==> config.mk <==
export PLATFORM = sky130hd
export DESIGN_NAME = store_unit
export DESIGN_NICKNAME = d
export VERILOG_FILES = /design/src/rtl/store_pkg.sv /design/src/rtl/store_lane_align.sv /design/src/rtl/store_unit.sv
export SDC_FILE = /design/constraint.sdc
export NUM_CORES = 1
export LEC_CHECK = 0
export ABC_AREA = 1
export BUFFER_PORTS_ARGS = -buffer_cell sky130_fd_sc_hd__buf_4
export CAP_MARGIN = 20
export CELL_PAD_IN_SITES_DETAIL_PLACEMENT = 1
export CELL_PAD_IN_SITES_GLOBAL_PLACEMENT = 2
export CORE_MARGIN = 2
export CORE_UTILIZATION = 23
export DETAILED_ROUTE_END_ITERATION = 7
export MAX_ROUTING_LAYER = met4
export PLACE_DENSITY_LB_ADDON = 0.1
export SLEW_MARGIN = 15
export SYNTH_ARGS = -nofsm -noshare
export SYNTH_HDL_FRONTEND = slang
export SYNTH_SLANG_ARGS = --single-unit
==> constraint.sdc <==
create_clock -name i_clk -period 2.1 [get_ports i_clk]
set_input_delay 0.315 -clock i_clk [delete_from_list [all_inputs] [get_ports i_clk]]
set_output_delay 0.315 -clock i_clk [all_outputs]
set_load 0.005 [all_outputs]
==> src/rtl/store_pkg.sv <==
// store_pkg: shared constants and types for the store unit.
//   - store type encodings (same 3-bit funct3 field as the load path)
//   - FSM state encoding
//   - byte lane width
//   - type_legal(): true for the three store types the unit supports
package store_pkg;

  localparam logic [2:0] ST_SB = 3'b000;
  localparam logic [2:0] ST_SH = 3'b001;
  localparam logic [2:0] ST_SW = 3'b010;

  localparam int LANE_W = 8;

  typedef enum logic [1:0] {
    S_IDLE  = 2'd0,
    S_BEAT0 = 2'd1,
    S_BEAT1 = 2'd2,
    S_RESP  = 2'd3
  } state_t;

  function automatic logic type_legal(input logic [2:0] t);
    return (t == ST_SB) || (t == ST_SH) || (t == ST_SW);
  endfunction

endpackage

==> src/rtl/store_lane_align.sv <==
// store_lane_align: combinational byte-lane placement for a store.
// Ports:
//   i_off   [1:0]  byte offset within the word (addr[1:0])
//   i_type  [2:0]  store type (SB/SH/SW; anything else gives no enables)
//   i_data  [31:0] right-justified store data
//   o_be    [7:0]  enables over two words: [3:0] first word, [7:4] next word
//   o_data  [63:0] data shifted into its lanes across the two words
//   o_split        store spills into the next word
module store_lane_align (
  input  logic [1:0]  i_off,
  input  logic [2:0]  i_type,
  input  logic [31:0] i_data,
  output logic [7:0]  o_be,
  output logic [63:0] o_data,
  output logic        o_split
);
  import store_pkg::*;

  logic [7:0] w_base;
  logic [5:0] w_shamt;

  always_comb begin
    w_base = 8'h00;
    case (i_type)
      ST_SB:   w_base = 8'h01;
      ST_SH:   w_base = 8'h03;
      ST_SW:   w_base = 8'h0F;
      default: w_base = 8'h00;
    endcase
  end

  assign w_shamt = 6'(i_off) * 6'(LANE_W);
  assign o_be    = w_base << i_off;
  // Bits outside the enabled lanes are left as-is; the byte enables mask them.
  assign o_data  = {32'h0, i_data} << w_shamt;
  assign o_split = |o_be[7:4];

endmodule

==> src/rtl/store_unit.sv <==
// store_unit: single-outstanding store engine driving a word-addressed
// data memory with byte enables; word-crossing stores take two beats.
// Optional feature macro: STORE_MISALIGN_EN
//   defined   : word-crossing stores are split into BEAT0/BEAT1
//   undefined : word-crossing stores retire with err and no write
// Ports:
//   i_clk, i_rst (async, active high)
//   i_req_valid / o_req_ready, i_req_addr, i_req_data, i_req_type
//   o_mem_we, o_mem_addr, o_mem_be, o_mem_wdata, i_mem_ack
//   o_done, o_err (one-cycle retire pulses)
//
// state   | meaning
// S_IDLE  | ready for a request
// S_BEAT0 | first (or only) beat on the memory port, waiting for ack
// S_BEAT1 | second beat of a word-crossing store, waiting for ack
// S_RESP  | done/err pulse, request not accepted
module store_unit #(
  parameter int ADDR_W = 32,
  parameter int DATA_W = 32
) (
  input  logic              i_clk,
  input  logic              i_rst,
  input  logic              i_req_valid,
  output logic              o_req_ready,
  input  logic [ADDR_W-1:0] i_req_addr,
  input  logic [DATA_W-1:0] i_req_data,
  input  logic [2:0]        i_req_type,
  output logic              o_mem_we,
  output logic [ADDR_W-1:0] o_mem_addr,
  output logic [3:0]        o_mem_be,
  output logic [DATA_W-1:0] o_mem_wdata,
  input  logic              i_mem_ack,
  output logic              o_done,
  output logic              o_err
);
  import store_pkg::*;

  state_t            r_state, w_state_nx;
  logic              r_mem_we, w_we_nx;
  logic [ADDR_W-1:0] r_mem_addr, w_addr_nx;
  logic [3:0]        r_mem_be, w_be_nx;
  logic [31:0]       r_mem_wdata, w_wdata_nx;
  logic              r_done, w_done_nx;
  logic              r_err, w_err_nx;

  logic [7:0]  w_be8;
  logic [63:0] w_data64;
  logic        w_split;
  logic        w_accept;
  logic        w_reject;

  store_lane_align u_align (
    .i_off   (i_req_addr[1:0]),
    .i_type  (i_req_type),
    .i_data  (i_req_data),
    .o_be    (w_be8),
    .o_data  (w_data64),
    .o_split (w_split)
  );

  assign w_accept = i_req_valid && (r_state == S_IDLE);

`ifdef STORE_MISALIGN_EN
  logic [3:0]  r_be_hi;
  logic [31:0] r_data_hi;

  assign w_reject = !type_legal(i_req_type);

  // Second-beat lanes are captured at accept so later request changes are inert.
  always_ff @(posedge i_clk or posedge i_rst) begin
    if (i_rst) begin
      r_be_hi   <= 4'h0;
      r_data_hi <= 32'h0;
    end else if (w_accept) begin
      r_be_hi   <= w_be8[7:4];
      r_data_hi <= w_data64[63:32];
    end
  end
`else
  logic w_unused_hi;

  assign w_reject    = !type_legal(i_req_type) || w_split;
  assign w_unused_hi = ^w_data64[63:32];
`endif

  always_comb begin
    w_state_nx = r_state;
    w_we_nx    = r_mem_we;
    w_addr_nx  = r_mem_addr;
    w_be_nx    = r_mem_be;
    w_wdata_nx = r_mem_wdata;
    w_done_nx  = 1'b0;
    w_err_nx   = 1'b0;
    case (r_state)
      S_IDLE: begin
        if (w_accept) begin
          if (w_reject) begin
            w_state_nx = S_RESP;
            w_done_nx  = 1'b1;
            w_err_nx   = 1'b1;
          end else begin
            w_state_nx = S_BEAT0;
            w_we_nx    = 1'b1;
            w_addr_nx  = {i_req_addr[ADDR_W-1:2], 2'b00};
            w_be_nx    = w_be8[3:0];
            w_wdata_nx = w_data64[31:0];
          end
        end
      end
      S_BEAT0: begin
        if (i_mem_ack) begin
`ifdef STORE_MISALIGN_EN
          if (|r_be_hi) begin
            w_state_nx = S_BEAT1;
            w_addr_nx  = r_mem_addr + ADDR_W'(4);
            w_be_nx    = r_be_hi;
            w_wdata_nx = r_data_hi;
          end else begin
            w_state_nx = S_RESP;
            w_we_nx    = 1'b0;
            w_done_nx  = 1'b1;
          end
`else
          w_state_nx = S_RESP;
          w_we_nx    = 1'b0;
          w_done_nx  = 1'b1;
`endif
        end
      end
`ifdef STORE_MISALIGN_EN
      S_BEAT1: begin
        if (i_mem_ack) begin
          w_state_nx = S_RESP;
          w_we_nx    = 1'b0;
          w_done_nx  = 1'b1;
        end
      end
`endif
      S_RESP: begin
        w_state_nx = S_IDLE;
      end
      default: begin
        w_state_nx = S_IDLE;
        w_we_nx    = 1'b0;
      end
    endcase
  end

  always_ff @(posedge i_clk or posedge i_rst) begin
    if (i_rst) begin
      r_state     <= S_IDLE;
      r_mem_we    <= 1'b0;
      r_mem_addr  <= '0;
      r_mem_be    <= 4'h0;
      r_mem_wdata <= 32'h0;
      r_done      <= 1'b0;
      r_err       <= 1'b0;
    end else begin
      r_state     <= w_state_nx;
      r_mem_we    <= w_we_nx;
      r_mem_addr  <= w_addr_nx;
      r_mem_be    <= w_be_nx;
      r_mem_wdata <= w_wdata_nx;
      r_done      <= w_done_nx;
      r_err       <= w_err_nx;
    end
  end

  assign o_req_ready = (r_state == S_IDLE);
  assign o_mem_we    = r_mem_we;
  assign o_mem_addr  = r_mem_addr;
  assign o_mem_be    = r_mem_be;
  assign o_mem_wdata = r_mem_wdata;
  assign o_done      = r_done;
  assign o_err       = r_err;

endmodule

==> reports/metrics.cfg, run 1 <==
[critical_path]
path_buf_inv = 2
path_class = flip-flop to flip-flop
slowest_delay_ns = 0.55
critical_path_arrival_ns = 2.09
r2r_start = r_state[1]$_DFFE_PP0P_
path_cells = nor2_1, nand2_1, inv_1, nand3_2, inv_4, nand3_1, nand2_1
crit_family = simple AND/OR/NAND/NOR gates
cp-end-kind = flip-flop
startpoint = r_state[1]$_DFFE_PP0P_
required_ns = 2.37
path_max_fanout = 64
cpMaxStageDelayCell = inv_4
worstSetupStartpointType = flip-flop
path_common_cell = nand2_1

[place]
place_inst = 728
place_hpwl_um = 8170
io_buffers = 140
placed_area_um2 = 4510
globalplace.congestion = 0.780
place_ws_ns = 0.225

[layout]
layout-drive-gt1-share = 0.314
regArea_um2 = 1780
diodes = 0
postLayoutCellArea_um2 = 4800
fin_cells = 743
fill_cells = 1707
area_growth_pct = 46.4
final_util = 0.345
num-nets-final = 630
multi_input_area_um2 = 1300

[cts]
root_buffer = clkbuf_16
cts_made_buffers = 9
cts.clk_slew.worst_paths_ns = 0.06
cts_tree = built
clock_path_buffers = 2
clock_sinks = 71
holdBufCountCts = 0
clk_latency_ns = 0.34
htreeDepth = 3
post_cts_buffers = 0
cts.repair.resized = 0

[global_route]
grt_start_max_net_pins = 65
grt_remaining_overflow = 0
antenna_found_initial = 0
gr-usage-all-layers = 0.163
grt_pass1_wl_um = 17900
grt_pass1_vias = 3388

[logic_synthesis]
ys_ff_latch = 71
syn_area_per_cell_um2 = 7.78
yosysWarnings = 0
ys_types = 19
syn_inst = 422
syn_area_um2 = 3280
yosysSeqAreaShare = 0.541

[pwr]
power.leakage_nw = 2.63
irDropWorstVdd_mv = 0.524
total_power_mw = 5.99
p_per_area_nw_per_um2 = 1250

[outcome]
status = finished, final reports clean

[floorplan]
initial_core_util = 0.236
die_area_um2 = 15200
die_w_um = 123
num_rows = 43
core_um2 = 13900
die_y_um = 123
num_io_pins = 143

[sta]
timing.final.crit_share = 0.863
rsz0062_at_grt = no
setup-tns-final_ns = 0
fmax_mhz = 552
fin_crit_ns = 1.81
drv_slew = 0
tightestPinTransition_ns = 0.689
finalClockSkew_ns = 0.00986
max_slew_margin = 0.541
worst_slack_ns = 0.289
hold_viol_final = 0
holdWs_ns = 0.0968
setup_violations = 0

[detailed_routing]
drc_errors = 0
drtAntennaViolNets = 0
vias = 3169
via_per_inst = 4.27
wire_per_inst_um = 15.5
drt-pass1-iter-count = 4
routed_wirelength_um = 11500
drtIter0Drc = 130

[flow_run]
maxCapViolations = 0

[worst_hold_path]
hold_class = input pin to asynchronous set/reset pin

kinds of logic (layout without fill, tap and decap cells):
group                  count (synthesis)  in the layout  share of synthesized area
buffers and inverters                 42            182                     0.0625
AO/OA/AOI/OAI                         50             50                     0.0823
other                                  1              2                    0.00114
AND/OR/NAND/NOR                      258            258                      0.313
flip-flops                            71             71                      0.541
cells in the final DEF, fill, tap and decap left out, types with 2 or more instances in the layout:
cell type,synthesis,layout
a21oi_1,4,4
buf_4,7,151
clkbuf_16,0,9
clkbuf_8,0,2
clkinvlp_4,0,2
conb_1,1,2
dfrtp_1,71,71
inv_1,15,14
nand2_1,218,218
nand3_1,17,17
nor2_1,12,12
o211ai_1,8,8
o21ai_0,38,38
or2_2,8,8
power by group:
group | total [mW] | leakage (nW) | internal (mW) | switching (mW)
logic | 2.08 | 1.58 | 1.14 | 0.938
registers | 2.36 | 0.907 | 1.99 | 0.368
clock network | 1.55 | 0.145 | 0.976 | 0.573
total | 5.99 | 2.63 | 4.11 | 1.88
tightest hold or removal path, cell delays in order:
cell and delay, ns:
buf_4 0.12, clkinvlp_4 0.06, buf_4 0.36
final cells by class:
class                      count  area share
clock buffer                  12      0.0534
clock inverter                 3     0.00885
inverter                      16      0.0138
multi-input combinational    310       0.271
sequential                    71       0.370
tap                          180      0.0469
timing repair buffer         151       0.236
per-layer routing:
layer	GRT usage	up-vias	routed length (um)
li1	-	1583	-
met1	0.206	1503	5290
met2	0.255	76	5510
met3	0.0494	7	622
met4	0.0405	0	110
met5	-	-	0
path summary, 6_finish.rpt:
check | end | slack (ns) | cells past startpoint
max | o_mem_wdata[7]$_DFFE_PP0P_ | 0.29 | 7
min | o_mem_addr[23]$_DFFE_PP0P_ | 0.1 | 3
max reg2reg | o_mem_wdata[7]$_DFFE_PP0P_ | 0.29 | 7
min reg2reg | o_mem_wdata[26]$_DFFE_PP0P_ | 0.48 | 2
max in group asynchronous | o_mem_wdata[20]$_DFFE_PP0P_ | 1.53 | 3
min in group i_clk | o_mem_addr[12]$_DFFE_PP0P_ | 0.17 | 3
cell usage after synthesis:
cell type | instances | share of area
nand2_1 | 218 | 0.25
nor2_4 | 1 | 0.0034
buf_4 | 7 | 0.016
nor2_1 | 12 | 0.014
clkbuf_1 | 8 | 0.0092
buf_2 | 9 | 0.014
or2_2 | 8 | 0.015
and2_1 | 1 | 0.0019
dfrtp_1 | 71 | 0.54
conb_1 | 1 | 0.0011
buf_6 | 1 | 0.0034
buf_1 | 1 | 0.0011
inv_4 | 1 | 0.0019
a21oi_1 | 4 | 0.0061
o21ai_0 | 38 | 0.058
o211ai_1 | 8 | 0.018
nand3_1 | 17 | 0.026
inv_1 | 15 | 0.017
nand3_2 | 1 | 0.0031
registers in the layout (all words and copies together), names as in the netlist:
register,count
o_done,1
o_mem_be,4
o_mem_we,1
o_mem_addr,30
o_err,1
o_mem_wdata,32
r_state,2
Power figures use the tool's default switching activity.
==> inputs of run 2 (changes only) <==
--- a/config.mk
+++ b/config.mk
@@ -15,6 +15,7 @@
 export DETAILED_ROUTE_END_ITERATION = 7
 export MAX_ROUTING_LAYER = met4
 export PLACE_DENSITY_LB_ADDON = 0.1
+export RECOVER_POWER = 50
 export SLEW_MARGIN = 15
 export SYNTH_ARGS = -nofsm -noshare
 export SYNTH_HDL_FRONTEND = slang
==> run 2 against run 1 <==
The flow now finishes with violations (capacitance limit, slew limit). Combinational power down 4%. Sequential share of layout area rose by 0.39 points. Hold slack better by 0.073 ns. Count of clock-buffer cells in the layout unchanged. Final cell count stayed put. Design area fell by 1.0%. Via count is 0.13% lower. Clock skew is essentially flat. Clock power about the same. Total power shrank 1.5%. Critical path type unchanged. Critical endpoint unchanged.
==> reports/metrics.cfg, run 2 (synthesized netlist as in run 1, its figures left out) <==
[pwr]
comb_power_share = 0.338  ; was 0.347
power.switching_mw = 1.87  ; was 1.88 mW
total_power_mw = 5.89  ; was 5.99 mW
power.leakage_nw = 2.58  ; was 2.63 nW
p_int_mw = 4.02  ; was 4.11 mW
p_clk_frac = 0.262  ; was 0.259
p_seq_frac = 0.399  ; was 0.394
switching_share = 0.318  ; was 0.314
irDropWorstVdd_mv = 0.523  ; was 0.524 mV
p_per_area_nw_per_um2 = 1240  ; was 1250 nW/um^2

[global_route]
grt_pass1_vias = 3388  ; unchanged
grt_start_max_net_pins = 65  ; unchanged
grt_pass1_wl_um = 17900  ; unchanged
grt_remaining_overflow = 0  ; unchanged
antenna_found_initial = 0  ; unchanged
gr-usage-all-layers = 0.163  ; unchanged

[critical_path]
required_ns = 2.37  ; about the same
path_cells = nor2_1, nand2_1, inv_1, nand3_2, inv_4, nand3_1, nand2_1  ; unchanged
r2r_start = r_state[1]$_DFFE_PP0P_  ; unchanged
path_class = flip-flop to flip-flop  ; unchanged
worstSetupStartpointType = flip-flop  ; unchanged
crit_path_end = o_mem_wdata[7]$_DFFE_PP0P_  ; unchanged
critical_path_depth = 7  ; unchanged
path_max_fanout = 64  ; unchanged
path_buf_inv = 2  ; unchanged
path_common_cell = nand2_1  ; unchanged
rr_worst_depth = 7  ; unchanged
crit_family = simple AND/OR/NAND/NOR gates  ; unchanged
startpoint = r_state[1]$_DFFE_PP0P_  ; unchanged
reg2reg_slack_ns = 0.29  ; about the same
r2r-end = o_mem_wdata[7]$_DFFE_PP0P_  ; unchanged
cpMaxStageDelayCell = inv_4  ; unchanged
cp-end-kind = flip-flop  ; unchanged
critical_path_arrival_ns = 2.09  ; about the same
slowest_delay_ns = 0.55  ; about the same

[sta]
drv_slew = 30  ; was 0
fmax_mhz = 552  ; about the same
hold_viol_final = 0  ; unchanged
fin_crit_ns = 1.81  ; about the same
setup_violations = 0  ; unchanged
finalClockSkew_ns = 0.00998  ; was 0.00986 ns
holdWs_ns = 0.169  ; was 0.0968 ns
rsz0062_at_grt = no  ; unchanged
tightestPinTransition_ns = 1.66  ; was 0.689 ns
timing.final.crit_share = 0.863  ; about the same
setup-tns-final_ns = 0  ; unchanged
max_slew_margin = -0.109  ; was 0.541

[layout]
diodes = 0  ; unchanged
layout-drive-gt1-share = 0.293  ; was 0.314
area_growth_pct = 44.9  ; was 46.4%
final_util = 0.341  ; was 0.345
postLayoutCellArea_um2 = 4750  ; was 4800 um^2
layout_common_cells = nand2_1 (218), buf_4 (117), dfrtp_1 (71)  ; was nand2_1 (218), buf_4 (151), dfrtp_1 (71)
layout_commonest_cell = nand2_1  ; unchanged
num-nets-final = 630  ; unchanged
fill_cells = 1716  ; was 1,707
largest_reg_flops = 32  ; unchanged

[detailed_routing]
drtAntennaViolNets = 0  ; unchanged
drc_errors = 0  ; unchanged
routed_wirelength_um = 11500  ; about the same
via_per_inst = 4.26  ; was 4.27
wire_per_inst_um = 15.5  ; about the same
drt-pass1-iter-count = 4  ; unchanged
vias = 3165  ; was 3,169
drtIter0Drc = 132  ; was 130

[floorplan]
die_w_um = 123  ; unchanged
die_area_um2 = 15200  ; unchanged
die_y_um = 123  ; unchanged
num_io_pins = 143  ; unchanged
core_um2 = 13900  ; unchanged
num_rows = 43  ; unchanged
initial_core_util = 0.236  ; unchanged

[cts]
root_buffer = clkbuf_16  ; unchanged
cts.clk_slew.worst_paths_ns = 0.06  ; about the same
htreeDepth = 3  ; unchanged
cts_made_buffers = 9  ; unchanged
clock_path_buffers = 2  ; unchanged
clk_latency_ns = 0.34  ; about the same
clock_sinks = 71  ; unchanged
cts_tree = built  ; unchanged
post_cts_buffers = 0  ; unchanged
holdBufCountCts = 0  ; unchanged
cts.repair.resized = 0  ; unchanged

[place]
placed_area_um2 = 4510  ; unchanged
place_hpwl_um = 8170  ; unchanged
io_buffers = 140  ; unchanged
globalplace.congestion = 0.780  ; unchanged

[outcome]
violations = capacitance limit, slew limit
status = complete, but fails checks  ; was finished, final reports clean

[flow_run]
maxCapViolations = 1  ; was 0

[worst_hold_path]
hold_class = input pin to flip-flop  ; was input pin to asynchronous set/reset pin

==> run 2: cell types whose count changed in the layout (fill, tap and decap cells not counted), sizes merged <==
cell,change
clkbuf,+34
buf,-34
==> run 2: area by class of cell <==
cell class                      instances  area (um^2)  area share
Timing Repair Buffer                  151         1090       0.228
Inverter                               16         63.8      0.0134
Multi-Input combinational cell        310         1300       0.274
Sequential cell                        71         1780       0.374
Clock buffer                           12          256      0.0539
Tap cell                              180          225      0.0474
Clock inverter                          3         42.5     0.00895
==> run 2: worst min path at each step <==
stage                               startpoint                         end  slack (ns)  cells past startpoint
finish                          i_req_addr[26]  o_mem_addr[26]$_DFFE_PP0P_        0.17                      3
global route                    i_req_addr[25]  o_mem_addr[25]$_DFFE_PP0P_        0.16                      3
floorplan                       i_req_addr[10]  o_mem_addr[10]$_DFFE_PP0P_        0.42                      2
global placement    o_mem_addr[13]$_DFFE_PP0P_  o_mem_addr[13]$_DFFE_PP0P_        0.46                      2
CTS                                      i_rst  o_mem_addr[31]$_DFFE_PP0P_         0.1                      3
detailed placement                       i_rst  o_mem_addr[23]$_DFFE_PP0P_        0.47                      3
==> run 2: per-layer routing <==
| layer | vias to the layer above | wire (um) | global-route usage |
|---|---|---|---|
| met5 | - | 0 | - |
| met4 | 0 | 110 | 0.0405 |
| met3 | 7 | 626 | 0.0494 |
| met2 | 78 | 5470 | 0.255 |
| met1 | 1497 | 5330 | 0.206 |
| li1 | 1583 | - | - |
==> run 2: stage by stage <==
| stage | cells | setup slack (ns) |
|---|---|---|
| finish | 743 | 0.289 |
| global route | 743 | 0.0702 |
| CTS | 743 | 0.269 |
| detailed placement | 728 | 0.225 |
| global placement | 728 | 0.306 |
| floorplan | 423 | 0.653 |
==> run 2: power by group through the flow <==
stage | logic, mW | clock network (mW) | registers, mW
after floorplan | 0.752 | 0 | 2.38
after global placement | 2.09 | 0 | 2.37
after detailed placement | 2.13 | 0 | 2.38
after CTS | 2.14 | 1.61 | 2.37
after global routing | 2.27 | 1.68 | 2.44
final | 1.99 | 1.55 | 2.35
==> run 2: worst register-to-register path, cell delays in order, from the launching register on <==
cell and delay (ns):
dfrtp_1 0.40, nor2_1 0.18, nand2_1 0.11, inv_1 0.10, nand3_2 0.14, inv_4 0.55, nand3_1 0.17, nand2_1 0.10
==> inputs of run 3 (changes only) <==
--- a/config.mk
+++ b/config.mk
@@ -5,13 +5,13 @@
 export SDC_FILE = /design/constraint.sdc
 export NUM_CORES = 1
 export LEC_CHECK = 0
-export ABC_AREA = 1
+export ABC_AREA = 0
 export BUFFER_PORTS_ARGS = -buffer_cell sky130_fd_sc_hd__buf_4
 export CAP_MARGIN = 20
 export CELL_PAD_IN_SITES_DETAIL_PLACEMENT = 1
 export CELL_PAD_IN_SITES_GLOBAL_PLACEMENT = 2
 export CORE_MARGIN = 2
-export CORE_UTILIZATION = 23
+export CORE_UTILIZATION = 27
 export DETAILED_ROUTE_END_ITERATION = 7
 export MAX_ROUTING_LAYER = met4
 export PLACE_DENSITY_LB_ADDON = 0.1
==> run 3 against run 2 <==
The flow now finishes without violations. Fmax rose by 2.4%. Critical path depth fell by 2. Combinational power rose by 11%. Wire length fell by 23%. Sequential cell count did not move. Area after synthesis rose by 4.3%. Clock power fell by 8%. Sequential power barely moved. Hold slack improved by 0.025 ns. Critical endpoint is now o_mem_wdata[18]$_DFFE_PP0P_.
==> reports/metrics.cfg, run 3 <==
[detailed_routing]
via_per_inst = 4.30  ; was 4.26
wire_per_inst_um = 15.2  ; was 15.5 um
routed_wirelength_um = 8920  ; was 11,500 um
vias = 2518  ; was 3,165
drtIter0Drc = 69  ; was 132
drt-pass1-iter-count = 3  ; was 4
drtAntennaViolNets = 0  ; unchanged
drc_errors = 0  ; unchanged

[floorplan]
die_w_um = 117  ; was 123 um
core_um2 = 12500  ; was 13,900 um^2
num_rows = 41  ; was 43
die_area_um2 = 13600  ; was 15,200 um^2
initial_core_util = 0.274  ; was 0.236
die_y_um = 117  ; was 123 um
num_io_pins = 143  ; unchanged

[cts]
cts_tree = built  ; unchanged
clock_path_buffers = 2  ; unchanged
holdBufCountCts = 0  ; unchanged
clock_sinks = 71  ; unchanged
cts_made_buffers = 9  ; unchanged
root_buffer = clkbuf_16  ; unchanged
clk_latency_ns = 0.33  ; was 0.34 ns
cts.clk_slew.worst_paths_ns = 0.05  ; was 0.06 ns
htreeDepth = 3  ; unchanged
post_cts_buffers = 0  ; unchanged
cts.repair.resized = 0  ; unchanged

[layout]
layout_commonest_cell = buf_4  ; was nand2_1
fin_cells = 585  ; was 743
area_growth_pct = 42.1  ; was 44.9%
num-nets-final = 479  ; was 630
final_util = 0.389  ; was 0.341
diodes = 0  ; unchanged
largest_reg_flops = 32  ; unchanged
layout_common_cells = buf_4 (112), dfrtp_1 (71), mux2_4 (32)  ; was nand2_1 (218), buf_4 (117), dfrtp_1 (71)
fill_cells = 1432  ; was 1,716
layout-drive-gt1-share = 0.521  ; was 0.293

[critical_path]
cpMaxStageDelayCell = dfrtp_1  ; was inv_4
path_max_fanout = 35  ; was 64
worstSetupStartpointType = flip-flop  ; unchanged
required_ns = 2.32  ; was 2.37 ns
slowest_delay_ns = 0.41  ; was 0.55 ns
cp-end-kind = flip-flop  ; unchanged
path_cells = nor2_1, nand2_1, nor2b_4, buf_12, mux2_2  ; was nor2_1, nand2_1, inv_1, nand3_2, inv_4, nand3_1, nand2_1
crit_family = simple AND/OR/NAND/NOR gates  ; unchanged
critical_path_arrival_ns = 1.98  ; was 2.09 ns
path_buf_inv = 1  ; was 2
path_class = flip-flop to flip-flop  ; unchanged

[sta]
fmax_mhz = 565  ; was 552 MHz
setup_violations = 0  ; unchanged
hold_viol_final = 0  ; unchanged
max_slew_margin = 0.260  ; was -0.109
worst_slack_ns = 0.332  ; was 0.289 ns
fin_crit_ns = 1.77  ; was 1.81 ns
setup-tns-final_ns = 0  ; unchanged
drv_slew = 0  ; was 30
finalClockSkew_ns = 0.00251  ; was 0.00998 ns
rsz0062_at_grt = no  ; unchanged
timing.final.crit_share = 0.842  ; was 0.863
tightestPinTransition_ns = 1.10  ; was 1.66 ns

[place]
globalplace.congestion = 0.764  ; was 0.780
place_hpwl_um = 6640  ; was 8170 um
io_buffers = 140  ; unchanged
place_ws_ns = 0.196  ; was 0.225 ns
place_inst = 569  ; was 728

[global_route]
grt_pass1_wl_um = 13700  ; was 17,900 um
grt_pass1_vias = 2553  ; was 3,388
gr-usage-all-layers = 0.139  ; was 0.163
grt_remaining_overflow = 0  ; unchanged
antenna_found_initial = 0  ; unchanged
grt_start_max_net_pins = 36  ; was 65

[logic_synthesis]
yosysTopAreaCell = dfrtp_1  ; unchanged
yosysWarnings = 0  ; unchanged
async_flop_share = 1.00  ; unchanged
syn_area_um2 = 3420  ; was 3280 um^2
synth_area_leaders = dfrtp_1 (52%), mux2_4 (14%), mux2_2 (8.5%)  ; was dfrtp_1 (54%), nand2_1 (25%), o21ai_0 (5.8%)
ys_ff_latch = 71  ; unchanged
syn_area_per_cell_um2 = 12.9  ; was 7.78 um^2
ys_types = 26  ; was 19
synth_most_common_cell = dfrtp_1  ; was nand2_1
yosysSeqAreaShare = 0.519  ; was 0.541
syn_inst = 266  ; was 422
synth_ff_type = dfrtp_1  ; unchanged
synth_top_area_frac = 0.519  ; was 0.541
synth_edf_count = 0  ; unchanged
synthTopCellsByCount = dfrtp_1 (71), mux2_4 (32), mux2_2 (26)  ; was nand2_1 (218), dfrtp_1 (71), o21ai_0 (38)

[worst_hold_path]
hold_class = input pin to asynchronous set/reset pin  ; was input pin to flip-flop

[pwr]
power.leakage_nw = 2.33  ; was 2.58 nW
irDropWorstVdd_mv = 0.502  ; was 0.523 mV
p_per_area_nw_per_um2 = 1230  ; was 1240 nW/um^2
total_power_mw = 5.99  ; was 5.89 mW

[outcome]
status = finished, final reports clean  ; was complete, but fails checks

[flow_run]
maxCapViolations = 0  ; was 1

## run 3: cell type report
type                    count  area [um^2]  area share
repair buffers            148         1100       0.226
well taps                 172          215      0.0442
clock inverters             3         17.5     0.00360
flip-flops and latches     71         1780       0.365
clock buffers              13          260      0.0535
multi-input cells         166         1450       0.298
inverters                  12         46.3     0.00951
## run 3: cell families after synthesis
kind of cell | count (synthesis) | share of synthesized area
flip-flops | 71 | 0.519
buffers and inverters | 30 | 0.0585
AND/OR/NAND/NOR | 48 | 0.0636
AO/OA/AOI/OAI | 34 | 0.0621
multiplexers | 82 | 0.296
other | 1 | 0.00110
## run 3: worst reg2reg max path, delay by kind of cell (launching register included)
kind	cells	cell delay, ns
flip-flops	1	0.41
multiplexers	1	0.39
buffers and inverters	1	0.27
AND/OR/NAND/NOR	3	0.59
## run 3: per-stage QoR
stage / hold WS [ns] / area [um^2]
3_5_place_dp: 0.429 / 4640
3_3_place_gp: 0.424 / 4640
4_1_cts: 0.0582 / 4920
6_report: 0.194 / 4870
2_1_floorplan: 0.416 / 3430
5_1_grt: 0.192 / 4870
## run 3: per-layer routing
metal | vias to the layer above | track usage | part of all wire
li1 | 1194 | - | -
met1 | 1242 | 0.178 | 0.45
met2 | 68 | 0.205 | 0.47
met3 | 14 | 0.0451 | 0.064
met4 | 0 | 0.0565 | 0.017
met5 | - | - | 0
## run 3: worst paths after layout
path | cells after the start | end | slack (ns) | startpoint
setup / recovery | 5 | o_mem_wdata[18]$_DFFE_PP0P_ | 0.33 | r_state[0]$_DFFE_PP0P_
setup reg to reg | 5 | o_mem_wdata[18]$_DFFE_PP0P_ | 0.33 | r_state[0]$_DFFE_PP0P_
hold / removal | 2 | o_mem_addr[3]$_DFFE_PP0P_ | 0.19 | i_rst
min in group i_clk | 2 | o_mem_addr[25]$_DFFE_PP0P_ | 0.21 | i_req_addr[25]
max in group asynchronous | 3 | o_mem_wdata[18]$_DFFE_PP0P_ | 0.56 | i_rst
hold reg to reg | 1 | r_state[0]$_DFFE_PP0P_ | 0.45 | r_state[1]$_DFFE_PP0P_
## run 3: power breakdown
| group | internal [mW] | total [mW] | switching [mW] |
|---|---|---|---|
| clock | 0.860 | 1.42 | 0.564 |
| combinational | 1.47 | 2.21 | 0.738 |
| sequential | 2.01 | 2.36 | 0.351 |
